<file path="config.mk">
export PLATFORM = sky130hd
export DESIGN_NAME = register_xfer_arbiter
export DESIGN_NICKNAME = d
export VERILOG_FILES = /design/src/rtl/register_xfer_arbiter.sv
export SDC_FILE = /design/constraint.sdc
export NUM_CORES = 1
export LEC_CHECK = 0
export CORE_ASPECT_RATIO = 0.6
export CORE_MARGIN = 2
export CORE_UTILIZATION = 50
export DETAILED_ROUTE_END_ITERATION = 10
export GPL_ROUTABILITY_DRIVEN = 0
export PLACE_DENSITY_LB_ADDON = 0.12
export SLEW_MARGIN = 20
export SYNTH_ARGS = -nofsm -noshare
export SYNTH_HDL_FRONTEND = slang
export SYNTH_SLANG_ARGS = --single-unit
</file>
<file path="constraint.sdc">
create_clock -name clock_in -period 3.7 [get_ports clock_in]
set_input_delay 0.74 -clock clock_in [delete_from_list [all_inputs] [get_ports clock_in]]
set_output_delay 0.74 -clock clock_in [all_outputs]
set_load 0.01 [all_outputs]
</file>
<file path="src/rtl/register_xfer_arbiter.sv">
// register_xfer_arbiter
//
// Arbitrates two requesters for register-to-register transfers over a shared
// 16-bit bus and sequences the register control lines for each transfer.
// A transfer drives the source onto the bus for one cycle (DRIVE), then holds
// the drive and pulses the destination load for one cycle (LOAD). Completion
// is reported one cycle later with xfer_done/xfer_id/xfer_err.
//
// Register codes: 0=A 1=B 2=C 3=P 4=S 5=ST, 6-7 invalid.
//
// Ports:
//   clock_in              sole clock
//   reset_in              synchronous active-high reset
//   reqN_valid/src/dst    requester N transfer request (N = 0, 1)
//   reqN_ready            combinational grant, high when request N is accepted
//   bus_hold              another master owns the bus; blocks new grants
//   Register_Control_Bus  [5:0] load A..ST, [11:6] drive A..ST onto bus
//   xfer_done             one-cycle completion pulse
//   xfer_id               requester index of the completing transfer
//   xfer_err              with xfer_done: the transfer had an invalid code
//
// Configuration:
//   REG_XFER_ROUND_ROBIN_EN  defined   -> round-robin between requesters
//                            undefined -> fixed priority, requester 0 wins
//
// State | Meaning
// IDLE  | no transfer in flight, grants allowed when bus_hold=0
// DRIVE | source register drives the bus
// LOAD  | source still drives, destination register loads

module register_xfer_arbiter (
    input  logic        clock_in,
    input  logic        reset_in,
    input  logic        req0_valid,
    input  logic [2:0]  req0_src,
    input  logic [2:0]  req0_dst,
    output logic        req0_ready,
    input  logic        req1_valid,
    input  logic [2:0]  req1_src,
    input  logic [2:0]  req1_dst,
    output logic        req1_ready,
    input  logic        bus_hold,
    output logic [11:0] Register_Control_Bus,
    output logic        xfer_done,
    output logic        xfer_id,
    output logic        xfer_err
);

    typedef enum logic [1:0] {IDLE, DRIVE, LOAD} state_t;

    state_t      state_q, state_d;
    logic [2:0]  src_q, src_d;
    logic [2:0]  dst_q, dst_d;
    logic        id_q, id_d;
    logic [11:0] ctrl_q, ctrl_d;
    logic        done_q, done_d;
    logic        err_q, err_d;
    logic        xid_q, xid_d;

    logic        grant;
    logic        pick1;
    logic        accept;
    logic        acc_id;
    logic [2:0]  acc_src;
    logic [2:0]  acc_dst;
    logic        acc_bad;

`ifdef REG_XFER_ROUND_ROBIN_EN
    // ptr_q names the requester preferred when both are valid; it flips to
    // the other requester on every acceptance.
    logic ptr_q, ptr_d;
    assign pick1 = req1_valid & (~req0_valid | ptr_q);
`else
    assign pick1 = req1_valid & ~req0_valid;
`endif

    assign grant      = (state_q == IDLE) & ~bus_hold & ~reset_in;
    assign req0_ready = grant & req0_valid & ~pick1;
    assign req1_ready = grant & pick1;
    assign accept     = req0_ready | req1_ready;
    assign acc_id     = req1_ready;
    assign acc_src    = acc_id ? req1_src : req0_src;
    assign acc_dst    = acc_id ? req1_dst : req0_dst;
    assign acc_bad    = (acc_src > 3'd5) | (acc_dst > 3'd5);

    always_comb begin
        state_d = state_q;
        src_d   = src_q;
        dst_d   = dst_q;
        id_d    = id_q;
        ctrl_d  = 12'h000;
        done_d  = 1'b0;
        err_d   = 1'b0;
        xid_d   = xid_q;
`ifdef REG_XFER_ROUND_ROBIN_EN
        ptr_d   = ptr_q;
`endif
        case (state_q)
            IDLE: begin
                if (accept) begin
`ifdef REG_XFER_ROUND_ROBIN_EN
                    ptr_d = ~acc_id;
`endif
                    if (acc_bad) begin
                        done_d = 1'b1;
                        err_d  = 1'b1;
                        xid_d  = acc_id;
                    end else if (acc_src == acc_dst) begin
                        done_d = 1'b1;
                        xid_d  = acc_id;
                    end else begin
                        state_d = DRIVE;
                        src_d   = acc_src;
                        dst_d   = acc_dst;
                        id_d    = acc_id;
                        // bit 6 is the drive line of code 0
                        ctrl_d  = 12'h040 << acc_src;
                    end
                end
            end
            DRIVE: begin
                state_d = LOAD;
                ctrl_d  = (12'h040 << src_q) | (12'h001 << dst_q);
            end
            LOAD: begin
                state_d = IDLE;
                done_d  = 1'b1;
                xid_d   = id_q;
            end
            default: state_d = IDLE;
        endcase
    end

    always_ff @(posedge clock_in) begin
        if (reset_in) begin
            state_q <= IDLE;
            src_q   <= 3'd0;
            dst_q   <= 3'd0;
            id_q    <= 1'b0;
            ctrl_q  <= 12'h000;
            done_q  <= 1'b0;
            err_q   <= 1'b0;
            xid_q   <= 1'b0;
        end else begin
            state_q <= state_d;
            src_q   <= src_d;
            dst_q   <= dst_d;
            id_q    <= id_d;
            ctrl_q  <= ctrl_d;
            done_q  <= done_d;
            err_q   <= err_d;
            xid_q   <= xid_d;
        end
    end

`ifdef REG_XFER_ROUND_ROBIN_EN
    always_ff @(posedge clock_in) begin
        if (reset_in) begin
            ptr_q <= 1'b0;
        end else begin
            ptr_q <= ptr_d;
        end
    end
`endif

    assign Register_Control_Bus = ctrl_q;
    assign xfer_done            = done_q;
    assign xfer_id              = xid_q;
    assign xfer_err             = err_q;

endmodule
</file>
* Word level (Yosys, flattened, before mapping)
Index checks and enable logic that the tools add are counted.
Storage, ports and cells: register bits 24, bits of input ports 17, output and inout bits 17, logic and storage cells 62
Operators by class: $lt $le $gt $ge 2, eq/ne operators 7, shift operators 3, muxes and demuxes 19, bitwise gates (word level) 17, reduce and logical (&&, ||, !) cells 6
Operators with widths (count):
- two-way mux 12 bit | 3
- one-hot mux 12 bit (2 select lines) | 1
- left shift 7 x 3 -> 12 bit (first input constant) | 2
- bitwise OR 12 bit | 1
- left shift 1 x 3 -> 12 bit (first input constant) | 1
- inverter 1 bit | 8
- two-way mux 1 bit | 7
- bitwise AND 1 bit | 6
- > comparator 3 bit (second input constant) | 2
- two-way mux 2 bit | 3
- two-way mux 3 bit | 2
- inequality test 2 bit (second input constant) | 3
- AND reduction 3 bit | 2
- one-hot mux 1 bit (2 select lines) | 2
- one-hot mux 2 bit (2 select lines) | 1
- AND reduction 4 bit | 1
- equality test 3 bit | 1
- inequality test 3 x 2 -> 1 bit (second input constant) | 1
- OR reduction 3 bit | 1
- equality test 2 x 1 -> 1 bit (second input constant) | 1
- equality test 2 bit (second input constant) | 1
- zero test 2 bit | 1
- bitwise OR 1 bit | 2
- nonzero test 2 bit | 1

* Longest topological paths before layout
Gate-level depths: netlist (run 1).
depth in word-level cells 10, depth in mapped cells 9, mapped depth without buffers 6

* Worst setup path after synthesis (run 1)
OpenSTA, ideal clock, no wires.
kind input port to output port, from input port reset_in, to output port req1_ready, data arrival time 1.915 ns, required time 2.960 ns, path slack 1.045 ns, stages on the path 6, path buffers 3, cell sequence buf_6 -> or4_4 -> or2_0 -> buf_6 -> inv_1 -> buf_2
On the way: cells in the longest elaborated chain, start to end 3
RTL lines:
- start: declaration | line 33 | input logic reset_in,
- inverter 1 bit | line 77 | assign grant = (state_q == IDLE) & ~bus_hold & ~reset_in;
- bitwise AND 1 bit | line 77
- bitwise AND 1 bit | line 79 | assign req1_ready = grant & pick1;
- end: declaration | line 41 | output logic req1_ready,
Every way passes these cells.

* Final worst setup path (run 1)
from input port bus_hold, to output port req1_ready
On the way: cells in the longest elaborated chain, start to end 4
RTL lines:
- start: declaration | line 42 | input logic bus_hold,
- inverter 1 bit | line 77
- bitwise AND 1 bit (2 in a row) | line 77
- bitwise AND 1 bit | line 79
Every way passes these cells.

==> impl_results.md, run 1 <==
- Status: complete, no violations
- Post_cts resized: 0
- DR vias: 1211
- Sequential cell area: 480 um^2
- CP Class: primary input to output pin
- DP HPWL: 2640 um
- Number of CTS-inserted buffers: 3
- DRC: 0
- CP arrival: 2.56 ns
- ANT cells: 0
- Hold WS: 0.493 ns
- Worst min path class: register to register
- Die area: 0.00283 mm^2
- Syn Area/Cell: 8.97 um^2
- Starting density of the core: 0.544
- Relative slew slack: 0.401
- Area of the multi-input gates: 653 um^2
- Initial antenna violation count: 0
- PortBufs: 33
- Std cell rows: 13
- Clock Path Buffers: 2
- First-pass GRT wire length: 5600 um
- Ys flop type: dfxtp_1
- Tmin final: 3.30 ns
- Worst Setup Start Kind: primary input
- Layout cells sized above 1: 0.100
- Post-DR wirelength/cell: 16.6 um
- Slew @ Worst Pin: 0.889 ns
- Design area: 0.00161 mm^2
- Vias in the first global route: 1175
- CTS tree: built
- PwrDens: 337 mW/mm^2
- R2R Setup Slk: 1.32 ns
- Total Wirelength: 3320 um
- Post-CTS Setup Inserts: 0
- Worst-path clk slew: 0.08 ns
- Root Driver: clkbuf_8
- # setup viols final: 0
- Max-slew violation count: 0
- Critical path origin: bus_hold
- DR vias/cell: 6.06
- Max Fanout on Critical Path: 3
- Seq/Total Area, Yosys: 0.400
- Die Ht: 42.0 um
- # hold bufs at CTS: 0
- FF+latch count, synth: 24
- Initial DRC count: 97
- Nets@finish: 188
- P_leak: 0.624 nW
- Clk sinks: 24
- # IOs: 34
- Clock Skew: 0.00120 ns
- Endpoint class of the critical path: output pin
- Launch point of the worst reg-to-reg path: state_q[0]
- Final hold violations: 0
- Worst skew pair latency: 0.26 ns
- WP data required: 2.96 ns
- Core Area: 0.00221 mm^2
- Number of max-cap violations: 0
- FMAX: 303 MHz
- Final ANT Viol Nets: 0
- Ys Warns: 0
- Mapped cell area: 0.00120 mm^2
- Post-synth ARST share: 0
- Setup TNS: 0 ns
- EDFF count, synth: 0
- RSZ-0062 raised after global routing: no
- Worst IR Drop VDD: 0.249 mV
- Cell count after synthesis: 134
- Htree depth: 1
- Area Overhead vs Synth: 33.8%
- Die width: 67.3 um
- # fillers: 184
- GRT Resource Usage Total: 0.268
- Worst setup margin: 0.398 ns
- Final Cycle Share: 0.892
- First-pass detailed-route iteration total: 4
- Placed cell area: 0.00155 mm^2
- Hold_sp: id_q
- Mapped Nets: 151
- Gr ovfl total: 0
- Largest net degree at the start of global routing: 14
- Place WS: 0.423 ns
- Cell variety after synth: 38
through the flow:
stage	total power, mW	std cells	utilization
after global placement	0.370	196	0.702
after floorplan	0.329	134	-
final	0.542	200	0.727
after detailed placement	0.374	196	0.702
after global routing	0.568	200	0.727
after CTS	0.545	200	0.727
cells in the mapped netlist (2+ instances only):
| library cell | n | area share |
|---|---|---|
| and3_1 | 4 | 0.021 |
| nor3_1 | 11 | 0.046 |
| o32ai_1 | 4 | 0.029 |
| mux2i_1 | 5 | 0.042 |
| buf_6 | 3 | 0.028 |
| inv_1 | 8 | 0.025 |
| xnor2_1 | 2 | 0.015 |
| nand2b_1 | 2 | 0.010 |
| or2b_2 | 3 | 0.022 |
| a211oi_1 | 4 | 0.025 |
| o21ai_0 | 8 | 0.033 |
| dfxtp_1 | 24 | 0.40 |
| nand2_1 | 11 | 0.034 |
| nor2_1 | 9 | 0.028 |
| a21oi_1 | 2 | 0.0083 |
| or4_1 | 2 | 0.012 |
| nor4_1 | 7 | 0.036 |
| nor2b_1 | 2 | 0.010 |
| a22o_1 | 3 | 0.022 |
| a41oi_1 | 2 | 0.015 |
state kept, by name, summed over array words and instances, names as in the netlist:
name                  flops
xfer_id                   1
state_q                   2
id_q                      1
dst_q                     3
Register_Control_Bus     12
xfer_err                  1
xfer_done                 1
src_q                     3
final timing paths:
| kind | depth (start not counted) | endpoint |
|---|---|---|
| worst max register to register | 6 | src_q[0] |
| worst min-delay path | 2 | xfer_id |
| worst max-delay path | 5 | req1_ready |
| worst min register to register | 2 | xfer_id |
cells by family (layout without fill, tap and decap cells):
kind of cell           count (synthesis)  after routing  share of synthesized area
XOR/XNOR                               2              2                     0.0146
AND/OR/NAND/NOR                       59             59                      0.282
multiplexers                           5              5                     0.0416
AO/OA/AOI/OAI                         32             32                      0.205
buffers and inverters                 12             48                     0.0572
flip-flops                            24             24                      0.400
power breakdown:
part / internal, mW / switching [mW]
clock network: 0.0949 / 0.0768
registers: 0.266 / 0.00840
logic: 0.0464 / 0.0500
total: 0.407 / 0.135
layout make-up:
| cell class | count | area share |
|---|---|---|
| clock buffers | 4 | 0.0342 |
| inverters | 8 | 0.0187 |
| well taps | 30 | 0.0233 |
| repair buffers | 36 | 0.219 |
| multi-input cells | 98 | 0.406 |
| flip-flops and latches | 24 | 0.299 |
critical path, stage by stage:
cell and delay, ns:
clkdlybuf4s50_1 0.44, or4_4 0.50, or2_0 0.25, inv_1 0.08
clkdlybuf4s50_1 0.54
layer usage:
layer | up-vias | global-route usage | part of all wire
li1 | 580 | - | -
met1 | 553 | 0.386 | 0.46
met2 | 72 | 0.384 | 0.42
met3 | 6 | 0.0860 | 0.11
met4 | 0 | 0.0694 | 0.011
met5 | - | 0 | 0
cells in the final DEF, fill, tap and decap left out, types with 3 or more instances in the layout:
cell             instances
clkdlybuf4s50_1         33
nor3_1                  11
mux2i_1                  5
dfxtp_1                 24
nor2_1                   9
a22o_1                   3
inv_1                    8
a211oi_1                 4
buf_4                    3
and3_1                   4
nor4_1                   7
o32ai_1                  4
or2b_2                   3
o21ai_0                  8
nand2_1                 11
clkbuf_8                 4
No activity file was read; power rests on OpenSTA's default activity.
==> inputs of run 2 (changes only) <==
ABC_CLOCK_PERIOD_IN_PS = 3700   (was unset)
==> results of run 2 <==
The final DEF is identical to that of run 1; final timing and power are the same.
==> inputs of run 3 (changes only) <==
ABC_AREA = 1   (was unset)
CORE_UTILIZATION = 51   (was 50)
GPL_ROUTABILITY_DRIVEN = unset   (was 0)
RECOVER_POWER = 25   (was unset)
==> impl_results.md, run 3 <==
- # IOs: 34
- Largest delay share family, worst path: buffers and inverters
- Max Fanout on Critical Path: 16
- Met3 Usage GRT: 0.0424
- Die width: 68.6 um
- Post-synth top area share: 0.377
- Root Driver: clkbuf_8
- Area Overhead vs Synth: 30.3%
- Met1 usage: 0.358
- Tmin final: 3.31 ns
- Worst Setup Start Kind: primary input
- Worst Path Buf+Inv: 4
- Htree depth: 1
- Endpoint class of the critical path: output pin
- CP Class: primary input to output pin
- Crit-path slowest cell: clkdlybuf4s50_1
- Setup TNS: 0 ns
- Max reg flops: 12
- Total Wirelength: 3340 um
- Vias in the first global route: 1207
- # fillers: 180
- Initial antenna violation count: 0
- GRT met2 Usage: 0.377
- Initial DRC count: 120
- CTS tree: built
- Worst-path cell chain: clkdlybuf4s50_1 -> inv_1 -> nor2_2 -> nand3_4 -> inv_2 -> clkdlybuf4s50_1
- Die Ht: 42.7 um
- FMAX: 302 MHz
- Starting density of the core: 0.564
- PwrDens: 330 mW/mm^2
- DP HPWL: 2670 um
- First-pass GRT wire length: 5480 um
- DR vias/cell: 5.48
- Post_cts resized: 0
- Worst skew pair latency: 0.26 ns
- Top Usage Layer GRT: met2
- GRT Resource Usage Total: 0.245
- ANT cells: 0
- Number of CTS-inserted buffers: 3
- Mapped cell area: 0.00127 mm^2
- Layout cells sized above 1: 0.0860
- Post-DR wirelength/cell: 13.3 um
- # setup viols final: 0
- Core Area: 0.00226 mm^2
- PortBufs: 33
- Worst-path clk slew: 0.08 ns
- Gr ovfl total: 0
- Ys flop type: dfxtp_1
- Cell mode on critical path: clkdlybuf4s50_1
- Final ANT Viol Nets: 0
- P_leak: 0.718 nW
- Most common cell in the netlist: nand2_1
- RePlAce Congestion: 0.968
- Mapped Nets: 206
- Cell count after synthesis: 189
- RSZ-0062 raised after global routing: no
- Std cell rows: 13
- DRC: 0
- Max-slew violation count: 0
- Seq/Total Area, Yosys: 0.377
- Util after Layout: 0.735
- Worst min path class: register to register
- Final hold violations: 0
- Synth top cells by count: 57 x nand2_1, 24 x dfxtp_1, 22 x inv_1
- Number of max-cap violations: 0
- Largest net degree at the start of global routing: 17
- Clock Skew: 0.00394 ns
- Die area: 0.00293 mm^2
- Post-CTS Setup Inserts: 0
- WP data required: 2.96 ns
- Post-synth top area cell: dfxtp_1
- Post-synth ARST share: 0
- FF+latch count, synth: 24
- Slew @ Worst Pin: 0.722 ns
- DR vias: 1376
- Status: complete, no violations
- Commonest non-fill, non-tap cell in the layout: nand2_1
- CP arrival: 2.57 ns
- Nets@finish: 239
- Largest stage delay, worst path: 0.53 ns
- Most frequent cells in the layout: 57 x nand2_1, 29 x clkdlybuf4s50_1, 24 x dfxtp_1
- First-pass detailed-route iteration total: 5
- Clk sinks: 24
- # hold bufs at CTS: 0
- Cell variety after synth: 23
- Syn Area/Cell: 6.75 um^2
- Clock Path Buffers: 2
- Ys Warns: 0
- Final Cycle Share: 0.894
- Worst IR Drop VDD: 0.205 mV
- Top post-synthesis cells by area: dfxtp_1 38%, nand2_1 17%, nand4_1 8.8%, inv_1 6.5%, nor2_1 5.6%
- Relative slew slack: 0.518
- EDFF count, synth: 0
run 3: changes by cell type in the layout (fill, tap and decap cells not counted), sizes merged, moves of 6 or more:
cell	previous run	this run
nand2	11	61
inv	8	26
nand4	0	18
nor2	9	22
a21oi	2	14
nor4	8	0
nor3	11	4
nand3	1	7
run 3: area by class of cell:
class | instances | area [um^2] | share of cell area
multi-input combinational | 133 | 654 | 0.394
clock buffer | 4 | 55.1 | 0.0331
timing repair buffer | 34 | 334 | 0.201
inverter | 26 | 100 | 0.0602
tap | 30 | 37.5 | 0.0226
sequential | 24 | 480 | 0.289
run 3: tightest hold or removal path: stages, from the launching register on:
cell and delay, ns:
dfxtp_1 0.33, nand2_1 0.06, a21oi_1 0.06
run 3: kinds of logic (layout without fill, tap and decap cells):
kind of cell	count (synthesis)	count (layout)	share of synthesized area
compound gates	20	20	0.0854
buf+inv	32	64	0.110
flops	24	24	0.377
simple gates	113	113	0.428
run 3: path summary, 6_finish.rpt:
path         startpoint         end  slack (ns)  cells past startpoint
max          req1_valid  req1_ready        0.39                      6
min reg2reg        id_q        id_q        0.50                      2
max reg2reg  state_q[1]    dst_q[2]        1.40                     10
min                id_q        id_q        0.50                      2
run 3: power by group:
group	leakage, nW	internal [mW]	switching, mW
sequential	0.194	0.264	0.00473
combinational	0.495	0.0404	0.0641
clock	0.0288	0.0948	0.0796
total	0.718	0.399	0.148
run 3: through the flow:
step / worst slack [ns] / hold slack (ns) / instance area, um^2 / std cells / power (mW)
floorplan: 1.58 / 0.446 / 1270 / 189 / 0.341
global placement: 0.504 / 0.457 / 1610 / 247 / 0.374
detailed placement: 0.411 / 0.487 / 1610 / 247 / 0.378
CTS: 0.411 / 0.501 / 1670 / 251 / 0.548
global route: 0.242 / 0.530 / 1660 / 251 / 0.573
finish: 0.393 / 0.503 / 1660 / 251 / 0.548
run 3: per-layer routing:
| layer | vias up | share of wire |
|---|---|---|
| li1 | 676 | - |
| met1 | 609 | 0.45 |
| met2 | 81 | 0.44 |
| met3 | 10 | 0.091 |
| met4 | 0 | 0.017 |
| met5 | - | 0 |
